[config.mk]
export PLATFORM = sky130hd
export DESIGN_NAME = pwm_duty_ramp
export DESIGN_NICKNAME = d
export VERILOG_FILES = /design/src/rtl/pwm_pkg.sv /design/src/rtl/pwm_frame_timer.sv /design/src/rtl/pwm_duty_ramp.sv
export SDC_FILE = /design/constraint.sdc
export NUM_CORES = 1
export LEC_CHECK = 0
export BUFFER_PORTS_ARGS = -buffer_cell sky130_fd_sc_hd__buf_2
export CAP_MARGIN = 20
export CELL_PAD_IN_SITES_DETAIL_PLACEMENT = 0
export CELL_PAD_IN_SITES_GLOBAL_PLACEMENT = 1
export CORE_ASPECT_RATIO = 1.1
export CORE_MARGIN = 2
export CORE_UTILIZATION = 40
export CTS_CLUSTER_SIZE = 10
export DETAILED_ROUTE_END_ITERATION = 12
export GPL_TIMING_DRIVEN = 0
export PLACE_DENSITY_LB_ADDON = 0.15
export SLEW_MARGIN = 25
export SYNTH_ARGS = -nofsm -noshare
export SYNTH_HDL_FRONTEND = slang
export SYNTH_SLANG_ARGS = --single-unit
[constraint.sdc]
create_clock -name clk -period 6.2 [get_ports clk]
set_input_delay 1.24 -clock clk [delete_from_list [all_inputs] [get_ports clk]]
set_output_delay 1.24 -clock clk [all_outputs]
set_load 0.02 [all_outputs]
[src/rtl/pwm_pkg.sv]
// Shared types and constants for the PWM duty-ramp slice: ramp FSM states,
// the PWM period and the default widths.
package pwm_pkg;

   typedef enum logic {
      IDLE = 1'b0,
      RAMP = 1'b1
   } ramp_state_e;

   localparam int PWM_PERIOD     = 256;
   localparam int DUTY_W_DEFAULT = 8;
   localparam int HOLD_W_DEFAULT = 8;

endpackage

[src/rtl/pwm_frame_timer.sv]
// Free-running PWM period counter; frame_start marks the last cycle of each
// period so that the following edge is the period boundary.
module pwm_frame_timer #(
   parameter int W = 8
) (
   input  logic clk,
   input  logic rst,
   output logic frame_start
);

   logic [W-1:0] cnt_q;
   logic [W-1:0] cnt_d;

   always_comb begin
      cnt_d = cnt_q + W'(1);
   end

   always_ff @(posedge clk or posedge rst) begin
      if (rst) begin
         cnt_q <= '0;
      end else begin
         cnt_q <= cnt_d;
      end
   end

   assign frame_start = (cnt_q == {W{1'b1}});

endmodule

[src/rtl/pwm_duty_ramp.sv]
// Duty-cycle sequencer stepping duty toward a requested target, one update per
// (hold+1) PWM periods, only on period boundaries. Optional PWM_RAMP_DONE_EN adds ramp_done.
module pwm_duty_ramp
   import pwm_pkg::*;
#(
   parameter int DUTY_W = DUTY_W_DEFAULT,
   parameter int HOLD_W = HOLD_W_DEFAULT
) (
   input  logic              clk,
   input  logic              rst,
   input  logic              tgt_valid,
   output logic              tgt_ready,
   input  logic [DUTY_W-1:0] tgt_duty,
   input  logic [DUTY_W-1:0] tgt_step,
   input  logic [HOLD_W-1:0] tgt_hold,
   output logic [DUTY_W-1:0] duty,
   output logic              frame_start,
`ifdef PWM_RAMP_DONE_EN
   output logic              ramp_done,
`endif
   output logic              busy
);

   ramp_state_e       state_q, state_d;
   logic [DUTY_W-1:0] duty_q, duty_d;
   logic [DUTY_W-1:0] tgt_q, tgt_d;
   logic [DUTY_W-1:0] step_q, step_d;
   logic [HOLD_W-1:0] hold_q, hold_d;
   logic [HOLD_W-1:0] hold_cnt_q, hold_cnt_d;
   logic [DUTY_W:0]   diff;
   logic [DUTY_W:0]   mag;
   logic [DUTY_W-1:0] next_duty;
`ifdef PWM_RAMP_DONE_EN
   logic              done_q, done_d;
`endif

   pwm_frame_timer #(
      .W (DUTY_W)
   ) u_frame_timer (
      .clk         (clk),
      .rst         (rst),
      .frame_start (frame_start)
   );

   // Sign bit of the widened difference tells direction; clamping to the
   // target when the remaining distance fits in one step prevents overshoot.
   always_comb begin
      diff = {1'b0, tgt_q} - {1'b0, duty_q};
      mag  = diff[DUTY_W] ? (~diff + 1'b1) : diff;
      if ((step_q == '0) || (mag <= {1'b0, step_q})) begin
         next_duty = tgt_q;
      end else if (diff[DUTY_W]) begin
         next_duty = duty_q - step_q;
      end else begin
         next_duty = duty_q + step_q;
      end
   end

   always_comb begin
      state_d    = state_q;
      duty_d     = duty_q;
      tgt_d      = tgt_q;
      step_d     = step_q;
      hold_d     = hold_q;
      hold_cnt_d = hold_cnt_q;
      tgt_ready  = 1'b0;
      busy       = 1'b0;
`ifdef PWM_RAMP_DONE_EN
      done_d     = 1'b0;
`endif
      case (state_q)
         IDLE: begin
            tgt_ready = 1'b1;
            if (tgt_valid) begin
               tgt_d      = tgt_duty;
               step_d     = tgt_step;
               hold_d     = tgt_hold;
               hold_cnt_d = '0;
               if (tgt_duty == duty_q) begin
`ifdef PWM_RAMP_DONE_EN
                  done_d = 1'b1;
`endif
               end else begin
                  state_d = RAMP;
               end
            end
         end
         RAMP: begin
            busy = 1'b1;
            // frame_start high means this edge is the 255->0 boundary.
            if (frame_start) begin
               if (hold_cnt_q == hold_q) begin
                  duty_d     = next_duty;
                  hold_cnt_d = '0;
                  if (next_duty == tgt_q) begin
                     state_d = IDLE;
`ifdef PWM_RAMP_DONE_EN
                     done_d  = 1'b1;
`endif
                  end
               end else begin
                  hold_cnt_d = hold_cnt_q + HOLD_W'(1);
               end
            end
         end
         default: begin
            state_d = IDLE;
         end
      endcase
   end

   always_ff @(posedge clk or posedge rst) begin
      if (rst) begin
         state_q    <= IDLE;
         duty_q     <= '0;
         tgt_q      <= '0;
         step_q     <= '0;
         hold_q     <= '0;
         hold_cnt_q <= '0;
      end else begin
         state_q    <= state_d;
         duty_q     <= duty_d;
         tgt_q      <= tgt_d;
         step_q     <= step_d;
         hold_q     <= hold_d;
         hold_cnt_q <= hold_cnt_d;
      end
   end

`ifdef PWM_RAMP_DONE_EN
   always_ff @(posedge clk or posedge rst) begin
      if (rst) begin
         done_q <= 1'b0;
      end else begin
         done_q <= done_d;
      end
   end

   assign ramp_done = done_q;
`endif

   assign duty = duty_q;

endmodule

---- Word-level counts from Yosys, hierarchy flattened ----
Cells that the tools add are included.
word-level totals
  bits in registers ....................... 49
  bits of input ports ..................... 27
  output and inout port bits .............. 11
  word-level logic and storage cells ...... 42
operators by class
  add/sub/neg operators ................... 6
  magnitude comparators ................... 1
  equal/unequal tests ..................... 6
  mux-type cells .......................... 15
  bitwise gates (word level) .............. 2
  reductions and logical operators ........ 5
operators with widths
  cell                   count
  $mux W8                5
  $eq A8 B8 Y1           3
  $add A8 B1 Y8 const B  2
  $pmux W8 S2            1
  $add A9 B1 Y9 const B  1
  $le A9 B8 Y1           1
  $mux W9                1
  $not A9 Y9             1
  $sub A8 B8 Y9          1
  $add A8 B8 Y8          1
  $eq A8 B8 Y1 const B   1
  $logic_not A8 Y1       1
  $sub A8 B8 Y8          1
  $mux W1                7
  $ne A2 B2 Y1 const B   2
  $reduce_and A2 Y1      2
  $reduce_and A3 Y1      1
  $pmux W1 S2            1
  $logic_or A1 B1 Y1     1
  $not A1 Y1             1

---- Logic depth before layout (Yosys ltp) ----
Gate-level depths: netlist of run 1.
  depth in word-level cells ............... 12
  depth in mapped cells ................... 20
  depth with buffers taken out ............ 19

---- Cells and area by module ----
A second synthesis of run 1 with hierarchy kept.
unflattened totals
  cell total of the unflattened synthesis .. 367
  area total of the unflattened synthesis .. 3,458.3 um^2
by module, submodules not included
  module           times used  cells each  area each (um^2)  sequential area each (um^2)
  pwm_duty_ramp    1           340         3,130.5           1,026.0
  pwm_frame_timer  1           27          327.8             200.2

---- Worst setup path before layout of run 1 ----
OpenSTA, ideal clock, no wires.
  path kind ............................... register -> register
  start ................................... reg duty_q[0], in the netlist duty[0]
  end ..................................... reg duty_q[3], in the netlist duty[3]
  setup time .............................. 126 ps
  arrival ................................. 4,033 ps
  required time ........................... 6,074 ps
  slack ................................... 2,041 ps
  cell stages (with the launch flop) ...... 20
  path buffers ............................ 2
  period minus slack after synthesis ...... 4,159 ps
  cells stage by stage .................... dfrtp_1 ha_1 inv_1 fa_1 a21oi_1 a2bb2oi_1 a21oi_2 clkbuf_1 nor2_1 xnor2_1 ha_1 a21o_1 a21o_1 a211o_1 a2111oi_2 or3_1 o21ai_2 buf_6 and3_1 a221o_1
on the way
  cells in the longest elaborated chain, start to end .. 7
  elaborated cells on any way between the ends .. 10
  classes of those cells .................. add/sub (4); order compare (1); mux (3); bitwise (1); reduce/logical (1)
RTL lines
  element                 RTL line              text
  start, declared         pwm_duty_ramp.sv:25   logic [DUTY_W-1:0] duty_q, duty_d;
  start signal, assigned  pwm_duty_ramp.sv:122  duty_q <= duty_d;
  $sub A8 B8 Y9           pwm_duty_ramp.sv:48   diff = {1'b0, tgt_q} - {1'b0, duty_q};
  $not A9 Y9              pwm_duty_ramp.sv:49   mag = diff[DUTY_W] ? (~diff + 1'b1) : diff;
  $add A9 B1 Y9           pwm_duty_ramp.sv:49
  $mux W9                 pwm_duty_ramp.sv:49
  $le A9 B8 Y1            pwm_duty_ramp.sv:50   if ((step_q == '0) || (mag <= {1'b0, step_q})) begin
  $logic_or A1 B1 Y1      pwm_duty_ramp.sv:50
  $mux W8 (*)             pwm_duty_ramp.sv:50
Every way passes the cells marked *; elsewhere a longest branch is shown, timed or not.
A chain may end at the register's enable or synchronous reset.

---- Worst setup path after layout of run 1 ----
  start ................................... reg tgt_q[0]
  end ..................................... reg duty_q[3], in the netlist duty[3]
on the way
  cells in the longest elaborated chain, start to end .. 7
  elaborated cells on any way between the ends .. 8
  classes of those cells .................. add/sub (2); order compare (1); mux (3); bitwise (1); reduce/logical (1)
RTL lines
  element                 RTL line              text
  start, declared         pwm_duty_ramp.sv:26   logic [DUTY_W-1:0] tgt_q, tgt_d;
  start signal, assigned  pwm_duty_ramp.sv:123  tgt_q <= tgt_d;
  $sub A8 B8 Y9 (*)       pwm_duty_ramp.sv:48
  $not A9 Y9              pwm_duty_ramp.sv:49
  $add A9 B1 Y9           pwm_duty_ramp.sv:49
  $mux W9                 pwm_duty_ramp.sv:49
  $le A9 B8 Y1            pwm_duty_ramp.sv:50
  $logic_or A1 B1 Y1      pwm_duty_ramp.sv:50
  $mux W8 (*)             pwm_duty_ramp.sv:50
Marked as above.

==> results of run 1 <==
[cells in the mapped netlist (all sizes together)]
master   number
o2111ai       1
mux2         16
nand4         9
xor3          1
ha           27
nand2b        5
fa            2
or3           3
nand3        10
a31oi         3
nor2         31
xnor2        35
o31ai         2
o21ai        32
a22oi         1
or2           3
a211o         1
inv          26
nand3b        1
a211oi        3
o211ai        1
and2          2
and3          8
o221ai        1
a2bb2oi       1
a221o         3
buf           1
nand4bb       1
a21boi        1
a21o          5
dfrtp        49
a31o          1
o21a          2
a21oi        16
o311ai        1
a2111oi       1
xor2         17
clkbuf        8
nor3          4
nor2b         4
o22ai         3
nand2        26
mux2i         3
nor4          1
[flip-flops by register name, summed over array words and instances (netlist names)]
name                 flops
duty                     8
state_q                  1
tgt_q                    8
hold_q                   8
u_frame_timer.cnt_q      8
step_q                   8
hold_cnt_q               8
[layer usage]
layer	global-route usage, %	wire length [µm]	vias up
met5	0	0	-
met3	2.01	148	2
met4	4.75	40	0
li1	-	-	1381
met1	24.2	3760	1311
met2	32.4	4220	26
[report_power, final]
part	internal, mW	switching [mW]
Combinational	0.0959	0.116
Clock	0.0745	0.101
Sequential	0.328	0.00927
[cell usage in the layout, fill, tap and decap left out, drive strengths merged, types with 2 or more instances in the layout]
master  netlist  final
nor3          4      4
and3          8      8
clkbuf        8     13
or3           3      3
o22ai         3      3
nand4         9      9
xnor2        35     35
nand2b        5      5
mux2         16     16
a21o          5      5
fa            2      2
nor2b         4      4
o31ai         2      2
a31oi         3      3
nand3        10     10
dfrtp        49     49
or2           3      3
mux2i         3      3
xor2         17     17
ha           27     27
buf           1     38
a211oi        3      3
o21ai        32     32
nor2         31     31
and2          2      2
a221o         3      3
nand2        26     26
inv          26     26
o21a          2      2
a21oi        16     16
[worst register-to-register path, stage by stage (launching register included)]
cell and delay (ns):
dfrtp_1 0.42, inv_1 0.09, ha_1 0.21, inv_1 0.07, fa_1 0.42, a21oi_1 0.17
a2bb2oi_1 0.35, a21oi_2 0.18, clkbuf_1 0.27, nor2_1 0.17, xnor2_1 0.14, ha_1 0.27
a21o_1 0.18, a21o_1 0.17, a211o_1 0.30, a2111oi_2 0.37, or3_1 0.17, o21ai_2 0.08
buf_6 0.16, and3_1 0.16, a221o_1 0.26
[per-stage QoR]
| stage | total power [mW] | utilization [%] | cells | instance area, µm² |
|---|---|---|---|---|
| after detailed placement | 0.556 | 45.1 | 520 | 3790 |
| after floorplan | 0.504 | - | 372 | 3470 |
| after global placement | 0.552 | 45.1 | 520 | 3790 |
| final | 0.725 | 46.0 | 526 | 3870 |
| after CTS | 0.734 | 46.0 | 526 | 3870 |
| after global routing | 0.770 | 46.0 | 526 | 3870 |
[kinds of logic after synthesis]
kind of cell | after synthesis
buffers and inverters | 35
xor gates and xnor gates | 53
muxes | 19
and+or+nand+nor | 108
DFF | 49
AOI/OAI and AO/OA | 79
adders and majority gates | 29
[layout make-up]
cell class | instances | area, µm²
plain buffers | 9 | 41.3
well taps | 111 | 139
inverters | 26 | 100
fillers | 853 | 4540
flip-flops and latches | 49 | 1230
clock inverters | 1 | 5.00
clock buffers | 5 | 68.8
repair buffers | 37 | 185
multi-input cells | 288 | 2100
[worst max-delay path by stage]
stage | from | endpoint | slack [ns] | cells after the start
finish | tgt_q[0] | duty[3] | 1.48 | 20
global route | tgt_q[0] | duty[3] | 1.14 | 20
CTS | tgt_q[0] | duty[3] | 1.45 | 20
detailed placement | tgt_q[0] | duty[3] | 1.47 | 20
global placement | tgt_q[0] | duty[3] | 1.48 | 20
floorplan | duty[0] | duty[3] | 2.04 | 19
==> impl_metrics.tcl, run 1 <==
set metrics [dict create \
    wl_um 8170 \
    cts_max_path_buffers 2 \
    via_count 2720 \
    path_cells "inv_1, ha_1, inv_1, fa_1, a21oi_1, a2bb2oi_1, a21oi_2, clkbuf_1, nor2_1, xnor2_1, ha_1, a21o_1, a21o_1, a211o_1, a2111oi_2, or3_1, o21ai_2, buf_6, and3_1, a221o_1" \
    tns_ns 0 \
    hold_path_class "reg -> reg" \
    drv_cap 0 \
    whs_path_depth 1 \
    crit_required_ns 6.38 \
    synth_seq_cells 49 \
    synth_top_cell_by_area "dfrtp_1" \
    avgViaCountPerCell 5.17 \
    fin_crit_ns 4.72 \
    syn_area_mm2 0.00347 \
    setup.worst_path.class "reg -> reg" \
    nNetsFinal 472 \
    track_usage_pct 18.4 \
    rr_endpoint "duty[3]" \
    synthCells 372 \
    drc 0 \
    critPathTopFamily "compound AO/OA/AOI/OAI gates" \
    grt_max_degree 50 \
    slew_viol_final 0 \
    holdWs_ns 0.468 \
    max_clock_freq_mhz 212 \
    drtIter0Drc 97 \
    irDropWorstVdd_v 0.0000884 \
    core_mm2 0.00841 \
    clkSinkCount 49 \
    critPathSlowestCell "dfrtp_1" \
    finalClockSkew_ns 0.0104 \
    dp_hpwl_um 6470 \
    cts_buffers 5 \
    wl_per_cell_um 15.5 \
    synthTopCellsByArea "dfrtp_1, ha_1, xnor2_1" \
    worstHoldEndpoint "u_frame_timer.cnt_q[7]" \
    synth_mux_area_share_pct 6.06 \
    grt_pass1_wl_um 13600 \
    synthXorXnorAreaFrac_pct 14.0 \
    synth_fa_ha_area_share_pct 10.9 \
    cts-root-buf "clkbuf_8" \
    hold_violations 0 \
    clk_latency_ns 0.30 \
    hold_path.startpoint "u_frame_timer.cnt_q[7]" \
    rows 35 \
    grt-ovfl-total 0 \
    synth_compound_area_share_pct 14.6 \
    status "finished, final reports clean" \
    ctsHtreeMaxLevel 2 \
    antenna_found_initial 0 \
    cp.arrival_ns 4.90 \
    worstMarginPinSlew_ns 0.610 \
    rr_worst_depth 20 \
    cp_num_buf_inv 4 \
    slowest_delay_ns 0.42 \
    max_slew_margin_pct 59.3 \
    finalWorstSetupSlack_ns 1.48 \
    drive_gt1_share_pct 16.1 \
    io_pins 38 \
    worstPathMaxFanout 10 \
    synth-simple-area-share_pct 15.0 \
    cts_resized 0 \
    ff2ff_setup_slack_ns 1.48 \
    crit_path_start_kind "register" \
    dpl_worst_slack_ns 1.47 \
    diodes 0 \
    syn_nets 428 \
    period_share_pct 76.2 \
    cts_setup_buffers 0 \
    cts_tree "yes" \
    synth_top_family_by_area "simple AND/OR/NAND/NOR gates" \
    p_per_area_mw_per_mm2 187 \
    die_height_um 102 \
    io_buffers 37 \
    first_pass_iters 5 \
    synth_area_per_cell_um2 9.32 \
    areaGrowthSynthToFinish_pct 11.5 \
    route.antenna.remaining_nets 0 \
    clkSlewWorstSetupHoldPaths_ns 0.09 \
    yosys.cell_types.count 49 \
    gp_congestion 0.833 \
    rsz0062_at_grt "false" \
    start_util_pct 41.2 \
    p_leak_nw 1.76 \
    setup_viol 0 \
    grt_pass1_vias 2710 \
    dieWidth_um 92.8 \
    critPathCaptureType "register" \
    die_area_mm2 0.00943 \
    yosysTopAreaCellShare_pct 35.4 \
    rr_startpoint "tgt_q[0]" \
    yosysWarnings 0 \
    hold_buffers 0 \
    yosysSeqAreaShare_pct 35.4 \
]
Note: power is estimated with default switching activity, not from simulation.
==> run 2: changes to the inputs <==
Clock period 6.2 ns to 4.6 ns, I/O delays scaled along.
==> run 2 against run 1 <==
  * Largest cell class unchanged
  * Clock skew hardly changed
  * First-iteration DRC count is 18% higher
  * Combinational power is 37% higher
  * Non-clock buffer count is 1 lower
  * Global-route usage is 0.095 points lower
  * Highest routed layer unchanged
  * Wire length is 0.39% higher
  * Die area stayed put
==> impl_metrics.tcl, run 2 (synthesis gave the netlist of run 1 again) <==
set metrics [dict create \
    drc 0 \
    setup.worst_path.class "reg -> reg" \
    avgViaCountPerCell 5.22 \
    rr_startpoint "tgt_q[0]" \
    dpl_cell_area_mm2 0.00379 \
    fin_crit_ns 4.32 \
    areaGrowthSynthToFinish_pct 12.5 \
    antenna_found_initial 0 \
    first_pass_iters 4 \
    wl_um 8200 \
    critPathCaptureType "register" \
    grt-ovfl-total 0 \
    final_common_cell "dfrtp_1" \
    drtIter0Drc 114 \
    rr_endpoint "duty[3]" \
    worstHoldEndpoint "u_frame_timer.cnt_q[7]" \
    setup_viol 0 \
    max_slew_margin_pct 59.3 \
    worstMarginPinSlew_ns 0.611 \
    clkSinkCount 49 \
    drv_cap 0 \
    cts_max_path_buffers 2 \
    via_count 2738 \
    grt_pass1_vias 2701 \
    io_buffers 37 \
    gp_congestion 0.833 \
    fin_util_pct 46.4 \
    fin_cells 525 \
    clkSlewWorstSetupHoldPaths_ns 0.09 \
    period_share_pct 94.0 \
    dp_hpwl_um 6470 \
    grt_pass1_wl_um 13500 \
    dieWidth_um 92.8 \
    rsz0062_at_grt "false" \
    hold_path.startpoint "u_frame_timer.cnt_q[7]" \
    p_per_area_mw_per_mm2 252 \
    path_cells "inv_1, ha_1, inv_1, fa_1, a21oi_2, a2bb2oi_4, a21oi_4, nor2_1, xnor2_1, ha_1, a21o_1, a21o_1, a211o_1, a2111oi_2, or3_1, o21ai_2, buf_6, and3_1, a221o_1" \
    slowest_delay_ns 0.43 \
    cp.arrival_ns 4.50 \
    ctsHtreeMaxLevel 2 \
    fin_area_mm2 0.00390 \
    irDropWorstVdd_v 0.000119 \
    cp_num_buf_inv 3 \
    grt_max_degree 50 \
    diodes 0 \
    cts-root-buf "clkbuf_8" \
    crit_required_ns 4.78 \
    drive_gt1_share_pct 16.9 \
    total_power_mw 0.982 \
    seqCellArea_mm2 0.00123 \
    die_area_mm2 0.00943 \
    cts_tree "yes" \
    die_height_um 102 \
    clk_latency_ns 0.30 \
    worstPathMaxFanout 15 \
    hold_buffers 0 \
    track_usage_pct 18.3 \
    critPathSlowestCell "fa_1" \
    status "finished, final reports clean" \
    multiInputGateArea_mm2 0.00214 \
    ff2ff_setup_slack_ns 0.28 \
    slew_viol_final 0 \
    cts_buffers 5 \
    rows 35 \
    holdWs_ns 0.468 \
    rr_worst_depth 19 \
    core_mm2 0.00841 \
    hold_violations 0 \
    p_leak_nw 1.77 \
    cts_setup_buffers 0 \
    io_pins 38 \
    route.antenna.remaining_nets 0 \
    finalClockSkew_ns 0.0108 \
    place_inst 520 \
    crit_path_start_kind "register" \
    start_util_pct 41.2 \
    whs_path_depth 1 \
    final_cell_mix "dfrtp_1, buf_2, xnor2_1, nor2_1, ha_1" \
    hold_path_class "reg -> reg" \
    wl_per_cell_um 15.6 \
    nNetsFinal 471 \
    fillers 850 \
    max_clock_freq_mhz 231 \
    critPathTopFamily "compound AO/OA/AOI/OAI gates" \
]
[run 2: changes by cell type in the layout (fill, tap and decap cells not counted)]
cell / before / now
a21oi_4: 0 / 1
xor2_1: 16 / 15
a2bb2oi_4: 0 / 1
a2bb2oi_1: 1 / 0
xor2_2: 1 / 2
a21oi_1: 14 / 13
clkbuf_1: 8 / 7
[run 2: worst max-delay path by stage]
| stage | depth (start not counted) | to | startpoint | slack (ns) |
|---|---|---|---|---|
| 2_1_floorplan | 19 | duty[3] | duty[0] | 0.44 |
| 3_3_place_gp | 20 | duty[3] | tgt_q[0] | -0.12 |
| 3_5_place_dp | 20 | duty[3] | tgt_q[0] | -0.13 |
| 4_1_cts | 19 | duty[3] | tgt_q[0] | 0.17 |
| 5_1_grt | 19 | duty[3] | tgt_q[0] | 0.003 |
| 6_report | 19 | duty[3] | tgt_q[0] | 0.28 |
[run 2: final cells by class]
class / instances / area share, %
clock buffer: 5 / 1.76
clock inverter: 1 / 0.128
tap: 111 / 3.56
timing repair buffer: 37 / 4.75
buffer: 8 / 0.962
sequential: 49 / 31.4
multi-input combinational: 288 / 54.8
inverter: 26 / 2.57
[run 2: power breakdown]
| part | switching (mW) | internal, mW |
|---|---|---|
| Sequential | 0.0125 | 0.442 |
| Combinational | 0.159 | 0.132 |
| Clock | 0.136 | 0.100 |
| Total | 0.308 | 0.674 |
[run 2: through the flow]
step | setup TNS [ns] | setup WS (ns)
5_1_grt | 0 | 0.00292
4_1_cts | 0 | 0.169
6_report | 0 | 0.275
2_1_floorplan | 0 | 0.441
3_5_place_dp | -0.125 | -0.125
3_3_place_gp | -0.122 | -0.122
[run 2: timing repair]
item,CTS,global route
gates resized for setup,1,4
pin swaps,0,1
hold endpoints to repair,0,0
endpoints found under the setup margin,3,3
[run 2: routing by layer]
layer	part of all wire [%]	GRT usage, %	up-vias
met4	1.5	4.75	0
met3	2.0	2.01	9
li1	-	-	1375
met1	46	24.1	1321
met2	50	32.2	33
met5	0	0	-
==> run 3: changes to the inputs <==
Settings changed: BUFFER_PORTS_ARGS -buffer_cell sky130_fd_sc_hd__buf_2 to not set, DONT_BUFFER_PORTS set to 1.
==> run 3 against run 2 <==
  * Clock-buffer cell count is 2 higher
  * Sequential share of layout area increased by 1.7 points
  * Clock skew up 0.0020 ns
  * First-iteration DRC count decreased by 2.6%
==> impl_metrics.tcl, run 3 (synthesis gave the netlist of run 1 again) <==
set metrics [dict create \
    clkSinkCount 49 \
    cts_buffers 5 \
    seqCellArea_mm2 0.00123 \
    cts_max_path_buffers 2 \
    gp_congestion 0.801 \
    avgViaCountPerCell 5.36 \
    status "finished, final reports clean" \
    ctsHtreeMaxLevel 2 \
    drc 0 \
    max_clock_freq_mhz 228 \
    multiInputGateArea_mm2 0.00212 \
    cp.arrival_ns 4.56 \
    tns_ns 0 \
    slew_viol_final 0 \
    die_area_mm2 0.00943 \
    rsz0062_at_grt "false" \
    nNetsFinal 434 \
    irDropWorstVdd_v 0.000162 \
    final_cell_mix "dfrtp_1, xnor2_1, nor2_1, ha_1, nand2_1" \
    fin_crit_ns 4.38 \
    dieWidth_um 92.8 \
    drive_gt1_share_pct 8.73 \
    crit_path_start_kind "register" \
    fillers 867 \
    hold_path.startpoint "u_frame_timer.cnt_q[7]" \
    grt_max_degree 50 \
    grt_pass1_wl_um 13800 \
    drtIter0Drc 111 \
    rr_startpoint "duty[0]" \
    cts-root-buf "clkbuf_8" \
    period_share_pct 95.1 \
    io_buffers 0 \
    clk_latency_ns 0.30 \
    grt-ovfl-total 0 \
    place_inst 483 \
    io_pins 38 \
    worstMarginPinSlew_ns 0.640 \
    fin_cells 489 \
    max_slew_margin_pct 57.4 \
    rr_endpoint "duty[3]" \
    core_mm2 0.00841 \
    die_height_um 102 \
    hold_buffers 0 \
    total_power_mw 0.984 \
    fin_area_mm2 0.00371 \
    hold_violations 0 \
    route.antenna.remaining_nets 0 \
    rows 35 \
    dpl_cell_area_mm2 0.00361 \
    diodes 0 \
    wl_per_cell_um 16.6 \
    setup_viol 0 \
    areaGrowthSynthToFinish_pct 6.93 \
    critPathCaptureType "register" \
    setup.worst_path.class "reg -> reg" \
    finalClockSkew_ns 0.0128 \
    drv_cap 0 \
    whs_path_depth 1 \
    antenna_found_initial 0 \
    via_count 2623 \
    ff2ff_setup_slack_ns 0.22 \
    cts_tree "yes" \
    hold_path_class "reg -> reg" \
    p_per_area_mw_per_mm2 266 \
    clkSlewWorstSetupHoldPaths_ns 0.09 \
    grt_pass1_vias 2686 \
    crit_required_ns 4.78 \
    wl_um 8100 \
    rr_worst_depth 18 \
    worstHoldEndpoint "u_frame_timer.cnt_q[7]" \
    first_pass_iters 5 \
    final_common_cell "dfrtp_1" \
    p_leak_nw 1.60 \
    start_util_pct 41.2 \
    holdWs_ns 0.464 \
    track_usage_pct 18.8 \
    worstPathMaxFanout 15 \
    dp_hpwl_um 6430 \
]
-- run 3: cell count changes in the layout (fill, tap and decap cells not counted), sizes merged --
cell	delta
clkinv	-1
clkbuf	+2
buf	-37
-- run 3: layer usage --
metal	wire (µm)	track usage, %	vias up	part of all wire, %
met5	0	0	-	0
met4	93	4.52	0	1.1
met3	307	3.27	8	3.8
met2	4100	32.4	41	51
met1	3600	24.6	1267	44
li1	-	-	1307	-
-- run 3: stage by stage --
step,util [%],setup slack [ns]
after detailed placement,42.9,-0.188
after global placement,42.9,-0.234
after global routing,44.1,0.00127
after floorplan,-,0.441
final,44.1,0.224
after CTS,44.0,0.161
-- run 3: worst max-delay path by stage --
stage | from | to | slack (ns) | depth (start not counted)
floorplan | duty[0] | duty[3] | 0.44 | 19
detailed placement | duty[0] | duty[3] | -0.19 | 19
CTS | duty[4] | duty[3] | 0.16 | 17
global route | tgt_q[0] | duty[3] | 0.001 | 19
finish | duty[0] | duty[3] | 0.22 | 18
global placement | duty[0] | duty[3] | -0.23 | 19
-- run 3: cell type report --
type | count | area share [%]
buffer | 8 | 1.01
clock buffer | 7 | 2.33
inverter | 26 | 2.70
multi-input combinational | 288 | 57.1
sequential | 49 | 33.1
tap | 111 | 3.75
-- run 3: critical path: stages (launching register included) --
cell	delay (ns)
dfrtp_2	0.48
ha_1	0.24
inv_1	0.07
fa_1	0.42
a21oi_1	0.22
a2bb2oi_2	0.28
a21oi_4	0.17
nor2_1	0.15
xnor2_1	0.14
ha_1	0.26
a21o_1	0.18
a21o_1	0.17
a211o_1	0.30
a2111oi_2	0.34
or3_1	0.16
o21ai_2	0.09
buf_6	0.16
and3_1	0.17
a221o_1	0.26
-- run 3: report_power, final --
group | switching [mW] | internal (mW) | total (mW) | leakage [nW]
clock | 0.137 | 0.120 | 0.257 | 0.0443
sequential | 0.0125 | 0.442 | 0.455 | 0.577
combinational | 0.151 | 0.122 | 0.273 | 0.982
total | 0.301 | 0.684 | 0.984 | 1.60
-- run 3: repair_timing --
action,4_1_cts,5_1_grt
endpoints found under the setup margin,8,9
gates resized for setup,3,1
setup buffers,0,0
